### src/rtl/root_div_pkg.sv
// Shared constants, FSM state encoding and operand bundle for the
// fixed-point root divider.
package root_div_pkg;

    localparam int DW   = 20;
    localparam int FRAC = 10;
    localparam int ITER = DW + FRAC;
    localparam int CW   = $clog2(ITER);

    localparam logic [DW-1:0] SAT_VAL = '1;

    typedef enum logic [1:0] {
        IDLE,
        DIV,
        OUT
    } state_t;

    typedef struct packed {
        logic [DW-1:0] root;
        logic [DW-1:0] divisor;
    } operands_t;

endpackage

### src/rtl/root_fx_divider_if.sv
// Operand/result bundle between the root stage, the divider and its consumer.
interface root_fx_divider_if;
    import root_div_pkg::*;

    logic          in_valid;
    logic [DW-1:0] in_root;
    logic [DW-1:0] in_divisor;
    logic          out_valid;
    logic [DW-1:0] out_data;
    logic          out_dbz;
    logic          out_sat;
    logic          busy;
    logic          ovf_err;

    modport master (
        output in_valid, in_root, in_divisor,
        input  out_valid, out_data, out_dbz, out_sat, busy, ovf_err
    );

    modport slave (
        input  in_valid, in_root, in_divisor,
        output out_valid, out_data, out_dbz, out_sat, busy, ovf_err
    );

endinterface

### src/rtl/fx_div_step.sv
// One restoring-division step: shift in the next dividend bit and subtract
// the divisor when it fits.
module fx_div_step
    import root_div_pkg::*;
(
    input  logic [DW:0]   rem_in,
    input  logic          dvd_bit,
    input  logic [DW-1:0] divisor,
    output logic [DW:0]   rem_out,
    output logic          q_bit
);

    logic [DW:0] shifted;
    logic [DW:0] diff;
    logic        unused_rem_msb;

    // The remainder always stays below the divisor, so its MSB is zero here.
    assign unused_rem_msb = rem_in[DW];

    assign shifted = {rem_in[DW-1:0], dvd_bit};
    assign diff    = shifted - {1'b0, divisor};
    assign q_bit   = (shifted >= {1'b0, divisor});
    assign rem_out = q_bit ? diff : shifted;

endmodule

### src/rtl/root_fx_divider.sv
// UQ10.10 restoring divider behind the root stage, with a one-deep skid
// register for operand pulses that arrive while a division is running.
module root_fx_divider
    import root_div_pkg::*;
(
    input  logic              clk,
    input  logic              rst,
    root_fx_divider_if.slave  bus
);

    state_t           state_q, state_d;
    logic [CW-1:0]    cnt_q;
    logic [DW:0]      rem_q;
    logic [ITER-1:0]  dq_q;      // dividend bits shift out the top, quotient bits in the bottom
    logic [DW-1:0]    dvs_q;
    logic             pend_v_q;
    operands_t        pend_q;
    logic             out_valid_q, out_dbz_q, out_sat_q, ovf_q;
    logic [DW-1:0]    out_data_q;

    logic [DW:0]      rem_nx;
    logic             q_bit;
    logic [ITER-1:0]  q_final;
    operands_t        in_ops, src_ops;
    logic             load_in, load_pend, cap_pend, drop, finish;
    logic [DW-1:0]    res_data;
    logic             res_dbz, res_sat;

    fx_div_step u_step (
        .rem_in  (rem_q),
        .dvd_bit (dq_q[ITER-1]),
        .divisor (dvs_q),
        .rem_out (rem_nx),
        .q_bit   (q_bit)
    );

    assign q_final = {dq_q[ITER-2:0], q_bit};
    assign in_ops  = '{root: bus.in_root, divisor: bus.in_divisor};

    always_comb begin
        // NOTE: every output of a combinational block gets a default first so no latch is inferred.
        state_d   = state_q;
        load_in   = 1'b0;
        load_pend = 1'b0;
        cap_pend  = 1'b0;
        drop      = 1'b0;
        finish    = 1'b0;
        case (state_q)
            IDLE: begin
                if (bus.in_valid) begin
                    load_in = 1'b1;
                    state_d = DIV;
                end
            end
            DIV: begin
                if (cnt_q == CW'(ITER - 1)) begin
                    finish  = 1'b1;
                    state_d = OUT;
                end
                if (bus.in_valid) begin
                    cap_pend = !pend_v_q;
                    drop     = pend_v_q;
                end
            end
            OUT: begin
                if (pend_v_q) begin
                    load_pend = 1'b1;
                    cap_pend  = bus.in_valid;
                    state_d   = DIV;
                end else if (bus.in_valid) begin
                    load_in = 1'b1;
                    state_d = DIV;
                end else begin
                    state_d = IDLE;
                end
            end
            default: state_d = IDLE;
        endcase
    end

    always_comb begin
        src_ops  = load_pend ? pend_q : in_ops;
        res_data = q_final[DW-1:0];
        res_dbz  = 1'b0;
        res_sat  = 1'b0;
        // A zero divisor also yields an all-ones quotient, so it must win over saturation.
        if (dvs_q == '0) begin
            res_data = SAT_VAL;
            res_dbz  = 1'b1;
        end else if (|q_final[ITER-1:DW]) begin
            res_data = SAT_VAL;
            res_sat  = 1'b1;
        end
    end

    always_ff @(posedge clk) begin
        // NOTE: sequential state uses non-blocking assignments only, so every register samples pre-edge values.
        if (rst) begin
            state_q     <= IDLE;
            cnt_q       <= '0;
            rem_q       <= '0;
            dq_q        <= '0;
            dvs_q       <= '0;
            pend_v_q    <= 1'b0;
            pend_q      <= '0;
            out_valid_q <= 1'b0;
            out_data_q  <= '0;
            out_dbz_q   <= 1'b0;
            out_sat_q   <= 1'b0;
            ovf_q       <= 1'b0;
        end else begin
            state_q     <= state_d;
            out_valid_q <= finish;

            if (load_in || load_pend) begin
                cnt_q <= '0;
                rem_q <= '0;
                dq_q  <= {src_ops.root, {FRAC{1'b0}}};
                dvs_q <= src_ops.divisor;
            end else if (state_q == DIV) begin
                cnt_q <= cnt_q + CW'(1);
                rem_q <= rem_nx;
                dq_q  <= q_final;
            end

            if (cap_pend) begin
                pend_v_q <= 1'b1;
                pend_q   <= in_ops;
            end else if (load_pend) begin
                pend_v_q <= 1'b0;
            end

            if (drop) begin
                ovf_q <= 1'b1;
            end

            if (finish) begin
                out_data_q <= res_data;
                out_dbz_q  <= res_dbz;
                out_sat_q  <= res_sat;
            end
        end
    end

    assign bus.out_valid = out_valid_q;
    assign bus.out_data  = out_data_q;
    assign bus.out_dbz   = out_dbz_q;
    assign bus.out_sat   = out_sat_q;
    assign bus.busy      = (state_q != IDLE);
    assign bus.ovf_err   = ovf_q;

endmodule
### src/flat_wrapper.sv
// flat-port wrapper written by rule: the top's interface ports become plain ports
module root_fx_divider_flat import root_div_pkg::*;
  (clk, rst, bus_in_valid, bus_in_root, bus_in_divisor, bus_out_valid, bus_out_data, bus_out_dbz, bus_out_sat, bus_busy, bus_ovf_err);
  root_fx_divider_if bus_i ();
  input  logic clk;
  input  logic rst;
  input wire logic [$bits(bus_i.in_valid)-1:0] bus_in_valid;
  input wire logic [$bits(bus_i.in_root)-1:0] bus_in_root;
  input wire logic [$bits(bus_i.in_divisor)-1:0] bus_in_divisor;
  output wire logic [$bits(bus_i.out_valid)-1:0] bus_out_valid;
  output wire logic [$bits(bus_i.out_data)-1:0] bus_out_data;
  output wire logic [$bits(bus_i.out_dbz)-1:0] bus_out_dbz;
  output wire logic [$bits(bus_i.out_sat)-1:0] bus_out_sat;
  output wire logic [$bits(bus_i.busy)-1:0] bus_busy;
  output wire logic [$bits(bus_i.ovf_err)-1:0] bus_ovf_err;
  assign bus_i.in_valid = bus_in_valid;
  assign bus_i.in_root = bus_in_root;
  assign bus_i.in_divisor = bus_in_divisor;
  assign bus_out_valid = bus_i.out_valid;
  assign bus_out_data = bus_i.out_data;
  assign bus_out_dbz = bus_i.out_dbz;
  assign bus_out_sat = bus_i.out_sat;
  assign bus_busy = bus_i.busy;
  assign bus_ovf_err = bus_i.ovf_err;
  root_fx_divider u_core (.clk(clk), .rst(rst), .bus(bus_i));
endmodule
### config.mk
export PLATFORM = sky130hd
export DESIGN_NAME = root_fx_divider_flat
export DESIGN_NICKNAME = d
export VERILOG_FILES = /design/src/rtl/root_div_pkg.sv /design/src/rtl/root_fx_divider_if.sv /design/src/rtl/fx_div_step.sv /design/src/rtl/root_fx_divider.sv /design/src/flat_wrapper.sv
export SDC_FILE = /design/constraint.sdc
export NUM_CORES = 1
export LEC_CHECK = 0
export BUFFER_PORTS_ARGS = -buffer_cell sky130_fd_sc_hd__buf_2
export CAP_MARGIN = 20
export CORE_MARGIN = 2
export CORE_UTILIZATION = 49
export DETAILED_ROUTE_END_ITERATION = 8
export PLACE_DENSITY_LB_ADDON = 0.1
export RECOVER_POWER = 50
export SLEW_MARGIN = 20
export SYNTH_ARGS = -nofsm -noshare
export SYNTH_HDL_FRONTEND = slang
export SYNTH_SLANG_ARGS = --single-unit
export TNS_END_PERCENT = 100
### constraint.sdc
create_clock -name clk -period 3.2 [get_ports clk]
set_clock_uncertainty 0.1 [all_clocks]
set_input_delay 0.64 -clock clk [delete_from_list [all_inputs] [get_ports clk]]
set_output_delay 0.64 -clock clk [all_outputs]
set_load 0.03 [all_outputs]
==> reports/qor.csv, run 1 <==
stage,metric,value,unit
yosys,ys_async_sr_fraction,0,%
global_route,grt_pass1_vias,5873,
critical_path,end_kind,flop,
floorplan,die_w,123.4,um
power,vdd_drop_max,0.0004500,V
drt,dr.pass1.iters,5,
clock_tree,clockRootBuffer,clkbuf_16,
clock_tree,clkSlewWorstSetupHoldPaths,0.06,ns
finish,drive_above_1_share,10.39,%
drt,wl_per_cell,15.39,um
critical_path,worstSetupPathType,flop to flop,
power,power,5.093,mW
finish,n_fill_cell,1323,
placement,io_buffers,67,
drt,vias,6240,
yosys,ys_seq_area_share,40.67,%
critical_path,r2r_slack,0.53,ns
global_route,grt_overflow,0,
yosys,syn-cell-area,0.006990,sq mm
placement,post-place-cells,1082,
critical_path,critPathMaxFanout,3,
placement,dpl.hpwl,11670,um
drt,viasPerCell,5.596,
finish,multi_input_area,0.003761,sq mm
floorplan,boundaryPins,68,
timing,slew_viol_final,0,
global_route,grt_pass1_wl,28660,um
yosys,synthCells,885,
yosys,ys.flop_type,dfxtp_1,
finish,register_area,0.002843,sq mm
floorplan,die-area,0.01524,sq mm
clock_tree,clockBufferDepth,2,
power,power_density,637.6,mW/mm^2
yosys,synth-seq-cells,142,
global_route,antenna_found_initial,2,
timing,final_hold_viol_count,0,
timing,post-route-period-util,83.50,%
finish,instances_no_fill,1115,
floorplan,coreArea,0.01393,sq mm
finish,nNetsFinal,991,
timing,slew_headroom,38.45,%
clock_tree,cts_tree,built,
yosys,synthDistinctLibCells,50,
critical_path,arrival,2.93,ns
critical_path,slowest_delay,0.41,ns
yosys,syn_area_per_cell,7.899,sq um
critical_path,cp_slowest_cell,fa_1,
finish,mostFrequentLayoutCells,"142 x dfxtp_1, 133 x nand2_1, 101 x nor2_1",
clock_tree,hold_buffers,0,
clock_tree,cts_num_sinks,142,
finish,area_delta_synth_final,14.27,%
placement,place.gp.congestion,0.9184,
global_route,grt_max_degree,95,
floorplan,die_y,123.4,um
floorplan,rows,43,
timing,rsz0062_at_grt,false,
critical_path,crit_required,3.46,ns
drt,initialDrtViolationCount,473,
critical_path,crit_path_start_kind,flop,
clock_tree,htree_levels,4,
global_route,grt_usage,24.04,%
clock_tree,insertion_delay,0.43,ns
yosys,synth_edf_count,0,
timing,period_minus_slack,2.672,ns
drt,drc_errors,0,
run_status,outcome,completed,
finish,final_common_cell,dfxtp_1,
timing,timing.setup.tns,0,ns
drt,drt_wl_total,17160,um
timing,setup_viol_count_final,0,
clock_tree,cts_resized,0,
floorplan,start_util,50.17,%
drt,ant_nets,0,
clock_tree,postCtsSetupRepairBufs,0,
run,cap_violations,0,
yosys,yosys_warnings,0,
timing,worstMarginPinSlew,0.9232,ns
clock_tree,tritoncts.num_buffers,17,
hold_path,hold_class,flop to flop,
power,p_leak,3.080,nW
yosys,syn_nets,955,
timing,fmax,374.2,MHz
critical_path,crit_chain,"inv_1, ha_1, fa_1, nor2b_1, o31a_1, o211a_1, o211ai_1, and2_1, o311ai_0, mux2i_1, a21oi_1",
-- cells by family (layout without fill, tap and decap cells) --
logic type                 count (synthesis)  count (layout)  synth area share, %
xor gates and xnor gates                  17              17                2.130
DFF                                      142             142                40.67
other                                      0               1                    0
adders and majority gates                 27              27                4.940
AOI/OAI and AO/OA                        202             202                18.97
buffers and inverters                     95             144                5.531
and+or+nand+nor                          377             377                24.04
muxes                                     25              25                3.723
-- synthesized netlist by cell type, types with 3 or more instances --
library cell  number  area (sq um)
a211oi_1          23         172.7
a21boi_0           3         22.52
a21oi_1           71         355.3
a311oi_1          40         350.3
a31oi_1            3         18.77
and2_1             3         18.77
and3_1             3         18.77
buf_1              3         11.26
buf_6              4         45.04
clkbuf_1          58         217.7
dfxtp_1          142          2843
ha_1              26         325.3
inv_1             29         108.9
mux2i_1           23         230.2
nand2_1          133         499.2
nand2b_1           9         56.30
nand3_1           55         275.3
nand4_1            8         50.05
nor2_1           101         379.1
nor2b_1           25         156.4
nor3_1            25         125.1
nor4_1             7         43.79
o211ai_1           3         22.52
o21a_1             4         30.03
o21ai_0           30         150.1
o21ai_1            4         20.02
o21bai_1           4         30.03
or2_2              3         18.77
xnor2_1            9         78.83
xor2_1             8         70.07
-- worst max-delay path, delay by kind of cell, from the launching register on --
| family | cells | cell delay [ns] |
|---|---|---|
| compound gates | 5 | 1.03 |
| mux | 1 | 0.13 |
| flops | 1 | 0.30 |
| simple gates | 2 | 0.36 |
| fa+ha+maj | 2 | 0.63 |
| buf+inv | 1 | 0.06 |
-- state kept, by name (all words and copies together), names as in the netlist --
signal and count:
u_core.bus.out_valid 1, u_core.dq_q 30, u_core.cnt_q 5, u_core.state_q 2, u_core.bus.ovf_err 1, u_core.bus.out_dbz 1
u_core.bus.out_sat 1, u_core.bus.out_data 20, u_core.pend_v_q 1, u_core.rem_q 20, u_core.dvs_q 20, u_core.pend_q 40
-- layer usage --
layer  vias up  wire length [um]  share of wire [%]  global-route usage (%)
li1       3164                 -                  -                       -
met5         -                13              0.076                       0
met4         2               368                2.1                   9.020
met1      2922              7894                 46                   30.91
met3        29               718                4.2                   6.458
met2       123              8165                 48                   38.56
-- worst paths after layout --
path	from	endpoint	cells past startpoint
min reg2reg	u_core.pend_q[11]	u_core.pend_q[11]	2
max	u_core.dq_q[29]	u_core.rem_q[14]	11
max reg2reg	u_core.dq_q[29]	u_core.rem_q[14]	11
min	u_core.pend_q[11]	u_core.pend_q[11]	2
-- stage by stage --
step	worst slack (ns)	hold slack, ns	area, sq um	util, %
after detailed placement	0.5769	0.3484	7410	53.17
after floorplan	0.7883	0.3369	6990	-
after global placement	0.6164	0.3430	7410	53.17
after global routing	0.3109	0.3556	7988	57.32
final	0.5279	0.3529	7988	57.32
after CTS	0.5484	0.3405	8021	57.56
-- final cells by class --
cell class | count | share of cell area, %
Multi-Input combinational cell | 648 | 47.09
Clock buffer | 23 | 5.984
Sequential cell | 142 | 35.59
Clock inverter | 9 | 1.676
Tap cell | 180 | 2.820
Timing Repair Buffer | 82 | 5.404
Antenna cell | 1 | 0.03133
Inverter | 30 | 1.410
-- power by group --
group,total [mW],internal [mW],switching (mW)
Clock,2.04,1.29,0.752
Sequential,1.95,1.87,0.0768
Combinational,1.11,0.459,0.650
Total,5.09,3.62,1.48
(Power assumes the default switching activity.)
==> inputs of run 2 (changes only) <==
==> constraint.sdc (replaced) <==
create_clock -name clk -period 2.65 [get_ports clk]
set_clock_uncertainty 0.1 [all_clocks]
set_input_delay 0.53 -clock clk [delete_from_list [all_inputs] [get_ports clk]]
set_output_delay 0.53 -clock clk [all_outputs]
set_load 0.03 [all_outputs]
==> run 2 against run 1 <==
Net effect:
- combinational power rose by 31%
- core utilization increased by 1.3 points
- largest power group unchanged
- sequential share of layout area fell by 0.80 points
- non-clock buffer count up 11
- register-to-register slack worse by 0.47 ns
- wire length is 0.73% higher
- largest cell class unchanged
- global-route usage down 0.33 points
- critical path type unchanged
- count of clock-buffer cells in the layout is 3 lower
==> reports/qor.csv, run 2 (same netlist as run 1, synthesis figures left out) <==
stage,metric,value,unit
finish,reg_top3,"u_core.pend_q (40), u_core.dq_q (30)",
timing,worst_slack,0.05417,ns
global_route,grt_pass1_wl,28640,um
clock_tree,htree_levels,4,
timing,slew_headroom,42.32,%
timing,setup_viol_count_final,0,
finish,area_delta_synth_final,16.90,%
run,cap_violations,0,
global_route,grt_max_degree,99,
clock_tree,cts_tree,built,
finish,mostFrequentLayoutCells,"142 x dfxtp_1, 133 x nand2_1, 100 x nor2_1",
floorplan,start_util,50.17,%
clock_tree,tritoncts.num_buffers,17,
power,vdd_drop_max,0.0005825,V
clock_tree,cts_num_sinks,142,
drt,route.met3.wl,689,um
drt,drt_wl_total,17290,um
timing,period_minus_slack,2.596,ns
floorplan,die_w,123.4,um
placement,dpl.hpwl,11450,um
finish,instances_no_fill,1125,
global_route,grt_overflow,0,
critical_path,end_kind,flop,
placement,place.gp.congestion,0.9276,
critical_path,critPathMaxFanout,5,
drt,vias,6319,
finish,nNetsFinal,1002,
hold_path,hold_class,input port to flop,
finish,register_area,0.002843,sq mm
timing,post-route-period-util,97.96,%
placement,io_buffers,67,
critical_path,crit_required,2.86,ns
clock_tree,insertion_delay,0.43,ns
drt,met2_length,8227,um
drt,dr.pass1.iters,4,
floorplan,die-area,0.01524,sq mm
finish,final_core_util,58.64,%
global_route,antenna_found_initial,0,
drt,routed.top_layer,met4,
floorplan,die_y,123.4,um
finish,largest_reg_flops,40,
floorplan,coreArea,0.01393,sq mm
finish,fin_area,0.008172,sq mm
drt,viasPerCell,5.617,
finish,num_antenna_cells,0,
timing,fmax,385.2,MHz
finish,multi_input_area,0.003812,sq mm
finish,drive_above_1_share,12.59,%
placement,place_ws,-0.07239,ns
timing,slew_viol_final,0,
drt,ant_nets,0,
critical_path,worstSetupPathType,flop to flop,
critical_path,crit_path_start_kind,flop,
timing,final_hold_viol_count,0,
power,power,6.381,mW
global_route,grt_pass1_vias,6045,
drt,wl_per_cell,15.37,um
drt,wl_met1,8089,um
run_status,outcome,completed,
drt,initialDrtViolationCount,507,
finish,n_fill_cell,1280,
timing,timing.setup.tns,0,ns
global_route,grt_usage,23.71,%
power,power_density,780.9,mW/mm^2
placement,postPlaceCellArea,0.007487,sq mm
critical_path,arrival,2.81,ns
drt,drc_errors,0,
finish,largest-register,u_core.pend_q,
clock_tree,clkSlewWorstSetupHoldPaths,0.06,ns
clock_tree,clockBufferDepth,2,
clock_tree,clockRootBuffer,clkbuf_16,
placement,post-place-cells,1089,
floorplan,boundaryPins,68,
power,p_leak,3.152,nW
finish,final_common_cell,dfxtp_1,
timing,rsz0062_at_grt,true,
floorplan,rows,43,
timing,hold_ws,0.2426,ns
timing,worstMarginPinSlew,0.8651,ns
run 2: path summary, 6_finish.rpt:
kind                        to  cells past startpoint                from  slack, ns
min          u_core.pend_q[10]                      3  bus_in_divisor[10]       0.24
max           u_core.rem_q[18]                     10     u_core.dvs_q[2]       0.05
min reg2reg  u_core.pend_q[21]                      2   u_core.pend_q[21]       0.35
max reg2reg   u_core.rem_q[18]                     10     u_core.dvs_q[2]       0.05
run 2: report_power, final:
part | internal, mW | switching, mW | total (mW)
registers | 2.26 | 0.0978 | 2.35
logic | 0.628 | 0.823 | 1.45
clock network | 1.63 | 0.945 | 2.58
total | 4.52 | 1.87 | 6.38
run 2: worst max-delay path, stage by stage (launching register included):
cell and delay, ns:
dfxtp_1 0.35, inv_1 0.05, ha_1 0.36, nor2b_2 0.18, o31a_1 0.27, o211a_1 0.27, o211ai_1 0.30, o21bai_1 0.18
a21boi_1 0.18, xor2_1 0.16, o21bai_1 0.09
run 2: repair_timing:
| item | 4_1_cts | 5_1_grt |
|---|---|---|
| gates resized for setup | 1 | 14 |
| endpoints found under the setup margin | 1 | 19 |
| hold endpoints to repair | 0 | 0 |
| setup buffers | 0 | 4 |
| hold buffers | 0 | 0 |
| pin swaps | 0 | 4 |
run 2: layer usage:
layer,up-vias,global-route usage [%]
met2,119,38.22
met1,2982,30.65
met5,-,0
met4,0,8.523
met3,23,6.135
li1,3195,-
run 2: area by class of cell:
| type | count | share of cell area (%) |
|---|---|---|
| inverters | 30 | 1.378 |
| flip-flops and latches | 142 | 34.79 |
| clock inverters | 12 | 2.235 |
| repair buffers | 93 | 6.599 |
| multi-input cells | 648 | 46.65 |
| clock buffers | 20 | 5.589 |
| well taps | 180 | 2.756 |
